==> src/rtl/ysyx_25040111_csrfile_if.sv <==
// rtl/ysyx_25040111_csrfile_if.sv - writeback-to-CSR commit handshake bundle
interface ysyx_25040111_csrfile_if;
   logic        wr_valid;
   logic        wr_ready;
   logic [1:0]  wr_kind;
   logic [11:0] wr_addr;
   logic [31:0] wr_data;
   logic [31:0] wr_pc;

   modport master (
      output wr_valid, wr_kind, wr_addr, wr_data, wr_pc,
      input  wr_ready
   );

   modport slave (
      input  wr_valid, wr_kind, wr_addr, wr_data, wr_pc,
      output wr_ready
   );
endinterface

==> src/rtl/ysyx_25040111_csrfile.sv <==
// rtl/ysyx_25040111_csrfile.sv - machine-mode CSR file with trap entry/return and cycle counter
// Optional counter: YSYX_25040111_MCYCLE_EN builds mcycle/mcycleh; without it they read 0.
module ysyx_25040111_csrfile (
   input  logic                          clk,
   input  logic                          rst_n,
   input  logic [11:0]                   rd_addr1,
   input  logic [11:0]                   rd_addr2,
   output logic [31:0]                   rd_data1,
   output logic [31:0]                   rd_data2,
   ysyx_25040111_csrfile_if.slave        wr
);
   localparam logic [11:0] CSR_MSTATUS   = 12'h300;
   localparam logic [11:0] CSR_MTVEC     = 12'h305;
   localparam logic [11:0] CSR_MEPC      = 12'h341;
   localparam logic [11:0] CSR_MCAUSE    = 12'h342;
   localparam logic [11:0] CSR_MCYCLE    = 12'hB00;
   localparam logic [11:0] CSR_MCYCLEH   = 12'hB80;
   localparam logic [11:0] CSR_MVENDORID = 12'hF11;
   localparam logic [11:0] CSR_MARCHID   = 12'hF12;

   localparam logic [1:0] KIND_WRITE = 2'd0;
   localparam logic [1:0] KIND_ECALL = 2'd1;
   localparam logic [1:0] KIND_MRET  = 2'd2;

   localparam logic [31:0] CAUSE_ECALL_M = 32'd11;

   typedef enum logic {S_IDLE, S_TRAP} state_t;

   state_t      state;
   state_t      state_nxt;
   logic        ready;
   logic        fire;
   logic        do_write;
   logic        do_ecall;
   logic        do_mret;
   logic        mie;
   logic        mpie;
   logic [31:0] mtvec;
   logic [31:0] mepc;
   logic [31:0] mcause;
   logic [31:0] mstatus;
   logic [31:0] mcycle_rd;
   logic [31:0] mcycleh_rd;
   logic [1:0]  unused_pc_lsb;

   // MPP is hardwired to M-mode; only MIE/MPIE are real state
   assign mstatus       = {19'd0, 2'b11, 3'd0, mpie, 3'd0, mie, 3'd0};
   assign unused_pc_lsb = wr.wr_pc[1:0];
   assign wr.wr_ready   = ready;

   always_comb begin
      state_nxt = state;
      ready     = 1'b0;
      fire      = 1'b0;
      case (state)
         S_IDLE: begin
            ready = 1'b1;
            fire  = wr.wr_valid;
            if (fire && (wr.wr_kind == KIND_ECALL)) begin
               state_nxt = S_TRAP;
            end
         end
         S_TRAP: begin
            state_nxt = S_IDLE;
         end
         default: begin
            state_nxt = S_IDLE;
         end
      endcase
   end

   always_comb begin
      do_write = fire && (wr.wr_kind == KIND_WRITE);
      do_ecall = fire && (wr.wr_kind == KIND_ECALL);
      do_mret  = fire && (wr.wr_kind == KIND_MRET);
   end

   always_ff @(posedge clk) begin
      if (!rst_n) begin
         state  <= S_IDLE;
         mie    <= 1'b0;
         mpie   <= 1'b0;
         mtvec  <= 32'd0;
         mepc   <= 32'd0;
         mcause <= 32'd0;
      end else begin
         state <= state_nxt;
         if (do_write) begin
            case (wr.wr_addr)
               CSR_MSTATUS: begin
                  mie  <= wr.wr_data[3];
                  mpie <= wr.wr_data[7];
               end
               CSR_MTVEC:  mtvec  <= {wr.wr_data[31:2], 2'b00};
               CSR_MEPC:   mepc   <= {wr.wr_data[31:2], 2'b00};
               CSR_MCAUSE: mcause <= wr.wr_data;
               default: ;
            endcase
         end
         if (do_ecall) begin
            mepc <= {wr.wr_pc[31:2], 2'b00};
         end
         if (do_mret) begin
            mie  <= mpie;
            mpie <= 1'b1;
         end
         // second half of trap entry; no commit can be accepted in this state
         if (state == S_TRAP) begin
            mcause <= CAUSE_ECALL_M;
            mpie   <= mie;
            mie    <= 1'b0;
         end
      end
   end

`ifdef YSYX_25040111_MCYCLE_EN
   logic [31:0] mcycle;
   logic [31:0] mcycleh;
   logic [63:0] cycle_inc;

   assign cycle_inc = {mcycleh, mcycle} + 64'd1;

   // a software write to either half freezes the whole counter for that edge
   always_ff @(posedge clk) begin
      if (!rst_n) begin
         mcycle  <= 32'd0;
         mcycleh <= 32'd0;
      end else if (do_write && (wr.wr_addr == CSR_MCYCLE)) begin
         mcycle <= wr.wr_data;
      end else if (do_write && (wr.wr_addr == CSR_MCYCLEH)) begin
         mcycleh <= wr.wr_data;
      end else begin
         {mcycleh, mcycle} <= cycle_inc;
      end
   end

   assign mcycle_rd  = mcycle;
   assign mcycleh_rd = mcycleh;
`else
   assign mcycle_rd  = 32'd0;
   assign mcycleh_rd = 32'd0;
`endif

   function automatic logic [31:0] csr_read(input logic [11:0] addr);
      case (addr)
         CSR_MSTATUS:   csr_read = mstatus;
         CSR_MTVEC:     csr_read = mtvec;
         CSR_MEPC:      csr_read = mepc;
         CSR_MCAUSE:    csr_read = mcause;
         CSR_MCYCLE:    csr_read = mcycle_rd;
         CSR_MCYCLEH:   csr_read = mcycleh_rd;
         CSR_MVENDORID: csr_read = 32'h79737978;
         CSR_MARCHID:   csr_read = 32'h017E14EF;
         default:       csr_read = 32'd0;
      endcase
   endfunction

   always_comb begin
      rd_data1 = csr_read(rd_addr1);
      rd_data2 = csr_read(rd_addr2);
   end
endmodule

==> src/flat_wrapper.sv <==
// flat-port wrapper written by rule: the top's interface ports become plain ports
module ysyx_25040111_csrfile_flat 
  (clk, rst_n, rd_addr1, rd_addr2, rd_data1, rd_data2, wr_wr_valid, wr_wr_kind, wr_wr_addr, wr_wr_data, wr_wr_pc, wr_wr_ready);
  ysyx_25040111_csrfile_if wr_i ();
  input  logic clk;
  input  logic rst_n;
  input  logic [11:0] rd_addr1;
  input  logic [11:0] rd_addr2;
  output logic [31:0] rd_data1;
  output logic [31:0] rd_data2;
  input wire logic [$bits(wr_i.wr_valid)-1:0] wr_wr_valid;
  input wire logic [$bits(wr_i.wr_kind)-1:0] wr_wr_kind;
  input wire logic [$bits(wr_i.wr_addr)-1:0] wr_wr_addr;
  input wire logic [$bits(wr_i.wr_data)-1:0] wr_wr_data;
  input wire logic [$bits(wr_i.wr_pc)-1:0] wr_wr_pc;
  output wire logic [$bits(wr_i.wr_ready)-1:0] wr_wr_ready;
  assign wr_i.wr_valid = wr_wr_valid;
  assign wr_i.wr_kind = wr_wr_kind;
  assign wr_i.wr_addr = wr_wr_addr;
  assign wr_i.wr_data = wr_wr_data;
  assign wr_i.wr_pc = wr_wr_pc;
  assign wr_wr_ready = wr_i.wr_ready;
  ysyx_25040111_csrfile u_core (.clk(clk), .rst_n(rst_n), .rd_addr1(rd_addr1), .rd_addr2(rd_addr2), .rd_data1(rd_data1), .rd_data2(rd_data2), .wr(wr_i));
endmodule
==> config.mk <==
export PLATFORM = sky130hd
export DESIGN_NAME = ysyx_25040111_csrfile_flat
export DESIGN_NICKNAME = d
export VERILOG_FILES = /design/src/rtl/ysyx_25040111_csrfile_if.sv /design/src/rtl/ysyx_25040111_csrfile.sv /design/src/flat_wrapper.sv
export SDC_FILE = /design/constraint.sdc
export NUM_CORES = 1
export LEC_CHECK = 0
export BUFFER_PORTS_ARGS = -buffer_cell sky130_fd_sc_hd__buf_2
export CAP_MARGIN = 25
export CORE_MARGIN = 2
export CORE_UTILIZATION = 45
export CTS_BUF_LIST = sky130_fd_sc_hd__clkbuf_8
export CTS_CLUSTER_DIAMETER = 40
export DETAILED_ROUTE_END_ITERATION = 7
export PLACE_DENSITY = 0.77
export SLEW_MARGIN = 20
export SYNTH_ARGS = -nofsm -noshare
export SYNTH_HDL_FRONTEND = slang
export SYNTH_SLANG_ARGS = --single-unit
==> constraint.sdc <==
create_clock -name clk -period 2.3 [get_ports clk]
set_clock_uncertainty 0.15 [all_clocks]
set_input_delay 0.46 -clock clk [delete_from_list [all_inputs] [get_ports clk]]
set_output_delay 0.46 -clock clk [all_outputs]
set_load 0.02 [all_outputs]
==> run summary, run 1 <==
Outcome -> complete, but fails checks
Violated checks -> negative setup slack
Clk pwr share -> 38.1%
Total grt overflow -> 0
Cell accounting for the most synthesized area -> dfxtp_1
Routed WL per cell -> 21.8 um
Origin of the worst min-delay path -> wr_wr_data[0]
TritonCTS sink count -> 95
Vias per inst -> 6.46
Pwr Density -> 415 nW/um^2
CTS tree -> done
Synth unique cells -> 50
Area share of fa/ha/maj cells after synthesis -> 0%
Max Clk Rate -> 386 MHz
Root buf cell -> clkbuf_8
Largest family of logic cells by synthesized area -> compound AO/OA/AOI/OAI gates
Crit path cell chain -> buf_6 > or4_4 > nor4_4 > buf_6 > nand2_1 > o211ai_1 > buf_4
Area share of xor/xnor cells in the synthesized design -> 0.162%
Final WL -> 22100 um
Worst Hold Class -> input pin to register
Hpwl dp -> 14700 um
Residual DRC count -> 0
CP peak stage delay -> 0.56 ns
GP Congestion -> 0.964
Largest net degree at the start of global routing -> 36
Max-slew violation count -> 0
Total core area -> 11900 sq um
Ranking of synthesized cells by area -> dfxtp_1 (35%), a221o_1 (8.0%), nand2_1 (6.1%)
Top-area cell type share of the netlist area -> 35.2%
Vias in the first global route -> 6545
Most common cell in the netlist -> dfxtp_1
Fillers -> 925
Ant. Diodes -> 0
Ports -> 170
Hold_buf cts -> 0
Seq/Total Area, Yosys -> 35.2%
Tot Pwr -> 0.00338 W
Antenna-violating nets left -> 0
Max_cap viols -> 0
Gr usage total -> 33.4%
EDFF count, synth -> 0
Net count, final -> 968
Synth Cell Area -> 5400 sq um
Share of cells above drive strength 1 -> 40.4%
Critical Path End -> rd_data1[19]
Via Count -> 6555
Hold path cells -> 3
Worst VDD drop -> 0.271 mV
Critical Path Source Type -> input pin
Leakage -> 3.48 nW
Internal power -> 0.00251 W
R2R Path End -> u_core.mcause[8]
Reg-to-reg startpoint -> u_core.state
H-Tree Depth -> 3
CP Class -> input pin to primary output
Place WS -> -0.301 ns
Buffers on Ports -> 167
Main synth FF type -> dfxtp_1
RSZ-0062 raised after global routing -> yes
Crit-path most repeated cell -> buf_6
CP Data Arrival Time -> 1.98 ns
R2r setup slk -> 0.39 ns
Commonest cells post-synth -> dfxtp_1 (95), nand2_1 (87), nor2_1 (52), a21oi_1 (51), a221o_1 (43)
Clock buffer depth -> 2
Final setup fails -> 64
Gate power share -> 12.0%
Die Wd -> 114 um
Worst path slowest cell -> or4_4
Worst-Margin Slew -> 0.534 ns
Post-Synthesis Mean Instance Area -> 8.42 sq um
Switching part of the total power -> 25.8%
Reg2Reg Depth -> 5
Syn_nets -> 746
Crit-path max FO -> 10
Initial antenna violation count -> 0
Cts bufs inserted -> 9
Starting Density -> 45.5%
CP required -> 1.69 ns
Async set-reset flop share out of synthesis -> 0%
Clock-pin slew on the worst setup and hold paths -> 0.09 ns
Final Cycle Share -> 113%
Seq cells post-synth -> 95
Seq pwr share -> 49.9%
Tmin final -> 2.59 ns
Hold Violations, Final -> 0
Num rows -> 40
Simple-gate area share of the yosys netlist -> 25.4%
CP startpoint -> rd_addr1[10]
Worst Setup Slack, final -> -0.294 ns
Util after Layout -> 68.8%
YS warnings -> 0
Drt initial violations -> 956
Die Ht -> 114 um
First-pass GRT wire length -> 34200 um
Area of the die -> 12900 sq um
Skew-Pair Late Insertion Delay -> 0.36 ns
Mux cell area share after synthesis -> 5.38%
P&R area growth vs syn -> 51.2%
P_sw -> 0.000871 W
DR pass1 iterations -> 8
Post-Synthesis Cells -> 641
Post-synthesis compound-gate area fraction -> 28.4%
Worst setup EP type -> primary output
Relative slew margins -> 63.9%
-- worst max-delay path: cells and delay by family --
family / cells / cell delay [ns]
compound gates: 1 / 0.14
simple gates: 3 / 0.87
buf+inv: 3 / 0.51
-- through the flow --
step / cells / TNS [ns] / hold slack (ns) / area, sq um
after floorplan: 641 / -0.142 / 0.295 / 5510
after global placement: 982 / -12.87 / 0.301 / 6960
after detailed placement: 982 / -13.74 / 0.312 / 6960
after CTS: 1019 / -9.59 / 0.181 / 8150
after global routing: 1015 / -12.99 / 0.194 / 8160
final: 1015 / -10.10 / 0.181 / 8160
-- cell type report --
cell class / count / area [sq um] / share of cell area [%]
clock inverter: 6 / 92.6 / 1.13
multi-input combinational: 483 / 3510 / 43.0
clock buffer: 10 / 138 / 1.69
timing repair buffer: 264 / 2290 / 28.1
sequential: 95 / 1900 / 23.3
tap: 147 / 184 / 2.25
inverter: 10 / 37.5 / 0.460
-- repair_timing --
item | CTS | global route
gates resized for setup | 213 | 27
gates cloned | 5 | 0
setup buffers | 16 | 1
pin swaps | 48 | 17
setup endpoints to repair | 64 | 64
-- logic make-up after synthesis --
logic type / count (synthesis)
AOI/OAI and AO/OA: 206
xor gates and xnor gates: 1
buffers and inverters: 63
DFF: 95
muxes: 29
and+or+nand+nor: 247
-- per-layer routing --
metal / track usage (%) / share of wire, %
met5: 0 / 0
met4: 14.0 / 3.9
met3: 8.24 / 11
met2: 55.8 / 48
met1: 41.1 / 37
-- placed cells by master, fill, tap and decap left out, types with 6 or more instances in the layout --
| cell type | count |
|---|---|
| o21ai_0 | 6 |
| dfxtp_1 | 94 |
| a21o_1 | 16 |
| nand3_1 | 13 |
| buf_2 | 96 |
| a222oi_1 | 6 |
| a22oi_2 | 8 |
| a221o_1 | 43 |
| mux2i_1 | 29 |
| buf_12 | 12 |
| a21oi_1 | 48 |
| buf_6 | 86 |
| a211o_1 | 13 |
| buf_4 | 63 |
| inv_1 | 10 |
| a22o_1 | 7 |
| nor2_1 | 44 |
| and2_1 | 32 |
| clkbuf_8 | 10 |
| a22oi_1 | 30 |
| nand2_1 | 81 |
-- flip-flops by register name (all words and copies together) (netlist names) --
signal and count:
u_core.mepc 30, u_core.mie 1, u_core.mcause 32, u_core.state 1, u_core.mtvec 30, u_core.mpie 1
-- power by group through the flow --
stage          combinational [W]  sequential (W)  clock (W)
6_report                0.000406         0.00169    0.00129
5_1_grt                 0.000428         0.00169    0.00136
4_1_cts                 0.000388         0.00169    0.00127
3_5_place_dp            0.000354         0.00172          0
3_3_place_gp            0.000343         0.00172          0
2_1_floorplan           0.000141         0.00172          0
-- how the worst min path moves through the flow --
stage / end
detailed placement: u_core.mtvec[27]
finish: u_core.mcause[0]
floorplan: u_core.mtvec[15]
global placement: u_core.mtvec[26]
global route: u_core.mtvec[20]
CTS: u_core.mcause[1]
Note: power is estimated with default switching activity, not from simulation.
==> run 2: changes to the inputs <==
Settings changed: GPL_TIMING_DRIVEN set to 1, SKIP_LAST_GASP set to 1.
Clock period 2.3 ns to 2.26 ns, I/O delays scaled along.
==> run summary, run 2 (synthesis gave the netlist of run 1 again) <==
Outcome -> complete, but fails checks
Violated checks -> negative setup slack
Highest-count cells in the layout ignoring fill and taps -> buf_2 (95), dfxtp_1 (94), nand2_1 (79)
Final WL -> 23000 um (+4.1%)
Largest net degree at the start of global routing -> 36 (unchanged)
Total grt overflow -> 0 (unchanged)
Commonest non-fill, non-tap cell in the layout -> buf_2
Ant. Diodes -> 0 (unchanged)
Finished Layout Cells -> 1012 (-0.30%)
Tmin final -> 2.60 ns
RSZ-0062 raised after global routing -> yes
Leakage -> 3.44 nW (-1.3%)
CP Data Arrival Time -> 2.00 ns (+0.02 ns)
Via Count -> 6510 (-0.69%)
DR pass1 iterations -> 6 (-2)
Max Clk Rate -> 385 MHz
Net count, final -> 965 (-0.31%)
Final setup fails -> 64 (unchanged)
Routed WL per cell -> 22.8 um (+4.4%)
H-Tree Depth -> 3 (unchanged)
Placed instance count -> 985 (+0.31%)
Clk pwr share -> 36.1% (-2.0 points)
Hold_buf cts -> 0 (unchanged)
Antenna-violating nets left -> 0 (unchanged)
Worst-Margin Slew -> 0.564 ns (+0.0298 ns)
Switching part of the total power -> 27.0% (+1.2 points)
Cts bufs inserted -> 9 (unchanged)
Worst VDD drop -> 0.263 mV (-2.8%)
Residual DRC count -> 0 (unchanged)
Root buf cell -> clkbuf_8
Worst Setup Slack, final -> -0.339 ns (-0.0451 ns)
CP required -> 1.66 ns (-0.03 ns)
Critical Path Source Type -> input pin
Seq pwr share -> 51.4% (+1.5 points)
P&R area growth vs syn -> 51.2% (about the same)
Gr usage total -> 34.9% (+1.6 points)
Initial antenna violation count -> 0 (unchanged)
Share of cells above drive strength 1 -> 40.5% (about the same)
Skew-Pair Late Insertion Delay -> 0.38 ns (+0.02 ns)
Clock-pin slew on the worst setup and hold paths -> 0.10 ns (about the same)
GP Congestion -> 0.937 (-2.8%)
Hpwl dp -> 15100 um (+2.6%)
Ports -> 170 (unchanged)
Total core area -> 11900 sq um (unchanged)
Max_cap viols -> 0 (unchanged)
Worst setup EP type -> primary output
Internal power -> 0.00244 W (-2.8%)
Worst Hold Class -> input pin to register
Hold Violations, Final -> 0 (unchanged)
Crit path cell chain -> buf_6 > or4_4 > nor4_4 > buf_6 > buf_12 > nand2_2 > o211ai_1 > buf_4
Gate power share -> 12.5% (+0.5 points)
Pwr Density -> 410 nW/um^2 (-1.2%)
TritonCTS sink count -> 95 (unchanged)
Relative slew margins -> 62.3% (-1.6 points)
CTS tree -> done
Die Wd -> 114 um (unchanged)
Num rows -> 40 (unchanged)
First-pass GRT wire length -> 35100 um (+2.5%)
Crit-path max FO -> 8 (-2)
Vias per inst -> 6.43 (-0.39%)
Drt initial violations -> 702 (-27%)
Area of the die -> 12900 sq um (unchanged)
CP peak stage delay -> 0.55 ns (about the same)
P_sw -> 0.000903 W (+3.6%)
Vias in the first global route -> 6501 (-0.67%)
Largest Register -> u_core.mcause
Largest register FFs -> 32 (unchanged)
Starting Density -> 45.5% (unchanged)
Buffers on Ports -> 167 (unchanged)
Top flop regs -> u_core.mcause: 32 flops, u_core.mepc: 30 flops, u_core.mtvec: 30 flops
Place WS -> -0.360 ns (-0.0586 ns)
Clock buffer depth -> 2 (unchanged)
Worst path slowest cell -> or4_4
Die Ht -> 114 um (unchanged)
Max-slew violation count -> 0 (unchanged)
Final Cycle Share -> 115%
Crit-path most repeated cell -> buf_6
CP Class -> input pin to primary output
run 2: cell count changes in the layout (fill, tap and decap cells not counted), sizes merged:
cell,previous run,this run
bufinv,2,1
inv,12,11
clkbuf,10,11
clkinv,2,3
clkinvlp,0,1
buf,264,260
run 2: critical path, delay by kind of cell:
family	cells	cell delay [ns]
AO/OA/AOI/OAI	1	0.16
buffers and inverters	4	0.61
AND/OR/NAND/NOR	3	0.77
run 2: per-stage QoR:
step                total power [W]  instance area (sq um)  utilization, %  TNS [ns]  hold slack [ns]
detailed placement          0.00213                   7090            59.8    -15.14            0.315
finish                      0.00334                   8160            68.8    -11.45            0.169
global placement            0.00211                   7090            59.8    -13.58            0.302
global route                0.00345                   8160            68.8    -13.90            0.166
floorplan                   0.00189                   5600               -    -0.750            0.295
CTS                         0.00334                   8170            68.9    -11.52            0.155
run 2: worst paths after layout:
| kind | slack (ns) | cells past startpoint | startpoint | endpoint |
|---|---|---|---|---|
| worst max-delay path | -0.34 | 8 | rd_addr1[10] | rd_data1[2] |
| worst min-delay path | 0.17 | 3 | wr_wr_data[8] | u_core.mtvec[8] |
| worst max register to register | 0.36 | 5 | u_core.state | u_core.mepc[21] |
| worst min register to register | 0.33 | 2 | u_core.mtvec[14] | u_core.mtvec[14] |
run 2: layout make-up:
cell class / count / area [sq um]
Tap cell: 147 / 184
Sequential cell: 95 / 1900
Multi-Input combinational cell: 483 / 3530
Timing Repair Buffer: 261 / 2300
Fill cell: 909 / 3700
Clock inverter: 6 / 67.6
Inverter: 10 / 37.5
Clock buffer: 10 / 138
run 2: routing by layer:
metal / vias up / wire [um] / part of all wire (%) / global-route usage [%]
met5: - / 0 / 0 / 0
met4: 0 / 870 / 3.8 / 15.9
met3: 91 / 2010 / 8.7 / 6.38
met2: 438 / 10900 / 47 / 56.6
met1: 3126 / 9260 / 40 / 45.4
li1: 2855 / - / - / -
run 2: power groups by stage:
stage          combinational, W  sequential (W)  clock (W)
4_1_cts                0.000399         0.00172    0.00122
3_5_place_dp           0.000372         0.00175          0
3_3_place_gp           0.000360         0.00175          0
2_1_floorplan          0.000146         0.00175          0
6_report               0.000417         0.00172    0.00121
5_1_grt                0.000437         0.00172    0.00129
run 2: repair_timing:
action | 4_1_cts | 5_1_grt
buffers inserted | 9 | 1
pin swaps | 56 | 18
gates cloned | 6 | 0
setup endpoints to repair | 64 | 64
gates resized for setup | 190 | 24
==> run 3: changes to the inputs <==
Settings changed: CORE_ASPECT_RATIO set to 0.8, CORE_MARGIN 2 to not set.
==> run summary, run 3 (synthesis gave the netlist of run 1 again) <==
Pwr Density -> 394 nW/um^2 (-3.9%)
Hpwl dp -> 14700 um (-2.7%)
Crit-path max FO -> 7 (-1)
DR pass1 iterations -> 7 (+1)
Max Clk Rate -> 376 MHz (-2.2%)
Worst Hold Class -> input pin to register
Clock-pin slew on the worst setup and hold paths -> 0.10 ns (about the same)
Final setup fails -> 64 (unchanged)
Relative slew margins -> 59.3% (-3.0 points)
Seq pwr share -> 52.5% (+1.1 points)
Hold_buf cts -> 0 (unchanged)
Outcome -> complete, but fails checks
Initial antenna violation count -> 0 (unchanged)
RSZ-0062 raised after global routing -> yes
Clock buffer depth -> 2 (unchanged)
Starting Density -> 46.5% (+1.0 points)
CP required -> 1.66 ns (about the same)
Top flop regs -> u_core.mcause: 32 flops, u_core.mepc: 30 flops, u_core.mtvec: 30 flops
CP Data Arrival Time -> 2.06 ns (+0.06 ns)
GR Layer Usage met2 -> 55.6% (-1.0 points)
Clk pwr share -> 34.5% (-1.6 points)
Worst Setup Slack, final -> -0.397 ns (-0.0585 ns)
Final WL -> 23300 um (+1.3%)
Largest register FFs -> 32 (unchanged)
Total grt overflow -> 0 (unchanged)
Violated checks -> negative setup slack
Crit path cell chain -> buf_6 > or4_4 > nor4_4 > buf_6 > buf_12 > buf_12 > a21o_1 > buf_6
Max-slew violation count -> 0 (unchanged)
Worst setup EP type -> primary output
Total core area -> 11600 sq um (-2.2%)
Hold Violations, Final -> 0 (unchanged)
Num rows -> 35 (-13%)
P_sw -> 0.000934 W (+3.5%)
Tot Pwr -> 0.00328 W (-1.9%)
Ant. Diodes -> 0 (unchanged)
Residual DRC count -> 0 (unchanged)
Gate power share -> 13.0% (+0.5 points)
TritonCTS sink count -> 95 (unchanged)
Highest-count cells in the layout ignoring fill and taps -> buf_2 (96), dfxtp_1 (94), nand2_1 (78)
Final Cycle Share -> 118% (+2.6 points)
GRT Max-Usage Layer -> met2
Buffers on Ports -> 167 (unchanged)
CP peak stage delay -> 0.55 ns (about the same)
Skew-Pair Late Insertion Delay -> 0.40 ns (+0.02 ns)
GR Layer Usage met3 -> 9.01% (+2.6 points)
Die Wd -> 124 um (+9.6%)
Leakage -> 3.52 nW (+2.6%)
Drt initial violations -> 902 (+28%)
M1 GR Usage -> 44.1% (-1.4 points)
Crit-path most repeated cell -> buf_6
Net count, final -> 972 (+0.73%)
Tmin final -> 2.66 ns (+0.0585 ns)
Max_cap viols -> 0 (unchanged)
Switching part of the total power -> 28.5% (+1.5 points)
P&R area growth vs syn -> 54.4%
First-pass GRT wire length -> 34100 um (-2.9%)
Vias per inst -> 6.56 (+2.0%)
Worst Hold Margin -> 0.146 ns (-0.0230 ns)
CP Class -> input pin to primary output
Die Ht -> 100 um (-12%)
Routed WL per cell -> 22.9 um (+0.51%)
Worst-Margin Slew -> 0.609 ns (+0.0452 ns)
Root buf cell -> clkbuf_8
Critical Path Source Type -> input pin
Worst VDD drop -> 0.341 mV (+29%)
Vias in the first global route -> 6542 (+0.63%)
Cts bufs inserted -> 9 (unchanged)
Internal power -> 0.00235 W (-3.9%)
GP Congestion -> 0.963 (+2.8%)
Commonest non-fill, non-tap cell in the layout -> buf_2
Largest Register -> u_core.mcause
Share of cells above drive strength 1 -> 41.9% (+1.4 points)
Worst path slowest cell -> or4_4
Largest net degree at the start of global routing -> 32 (-11%)
H-Tree Depth -> 3 (unchanged)
Antenna-violating nets left -> 0 (unchanged)
Via Count -> 6694 (+2.8%)
Ports -> 170 (unchanged)
CTS tree -> done
Area of the die -> 12400 sq um (-3.5%)
Gr usage total -> 34.8% (-0.16 points)
-- run 3: cell types whose count changed in the layout (fill, tap and decap cells not counted), sizes merged --
| cell | change |
|---|---|
| clkinvlp | -1 |
| inv | +3 |
| bufinv | -1 |
| clkbuf | +1 |
| clkinv | -1 |
| buf | +6 |
-- run 3: metal layers --
metal  vias to the layer above  part of all wire [%]
li1                       2864                     -
met1                      3165                    38
met2                       559                    45
met3                       106                    13
met4                         0                   4.2
met5                         -                     0
-- run 3: metrics by stage --
stage	std cells	utilization, %	area, sq um	setup TNS (ns)	setup slack [ns]
after global routing	1020	71.8	8340	-17.36	-0.419
after floorplan	641	-	5600	-0.750	-0.0524
final	1020	71.8	8340	-14.79	-0.397
after CTS	1018	69.2	8030	-13.04	-0.283
after detailed placement	983	61.1	7090	-15.84	-0.334
after global placement	983	61.1	7090	-14.48	-0.316
-- run 3: timing repair --
item,4_1_cts,5_1_grt
cloned,6,3
setup buffers,15,6
pin swaps,42,53
setup endpoints to repair,64,64
hold endpoints to repair,0,0
gates resized for setup,139,91
-- run 3: final timing paths --
kind | startpoint | end | slack (ns) | cells after the start
max | rd_addr1[10] | rd_data1[5] | -0.40 | 8
min | wr_wr_data[1] | u_core.mcause[1] | 0.15 | 3
max reg2reg | u_core.state | u_core.mepc[12] | 0.29 | 5
min reg2reg | u_core.mtvec[23] | u_core.mtvec[23] | 0.33 | 2
-- run 3: power groups by stage --
stage | Sequential [W] | Clock, W | Combinational, W
finish | 0.00172 | 0.00113 | 0.000425
global placement | 0.00175 | 0 | 0.000351
global route | 0.00172 | 0.00121 | 0.000444
CTS | 0.00172 | 0.00112 | 0.000397
floorplan | 0.00175 | 0 | 0.000146
detailed placement | 0.00175 | 0 | 0.000364
-- run 3: area by class of cell --
class | instances | area [sq um]
Fill cell | 839 | 3270
Timing Repair Buffer | 268 | 2470
Tap cell | 148 | 185
Clock inverter | 6 | 50.0
Clock buffer | 10 | 138
Inverter | 10 | 37.5
Multi-Input combinational cell | 483 | 3550
Sequential cell | 95 | 1900
-- run 3: critical path: cells and delay by family --
kind,cells,cell delay (ns)
and+or+nand+nor,2,0.75
buffers and inverters,5,0.67
AOI/OAI and AO/OA,1,0.17
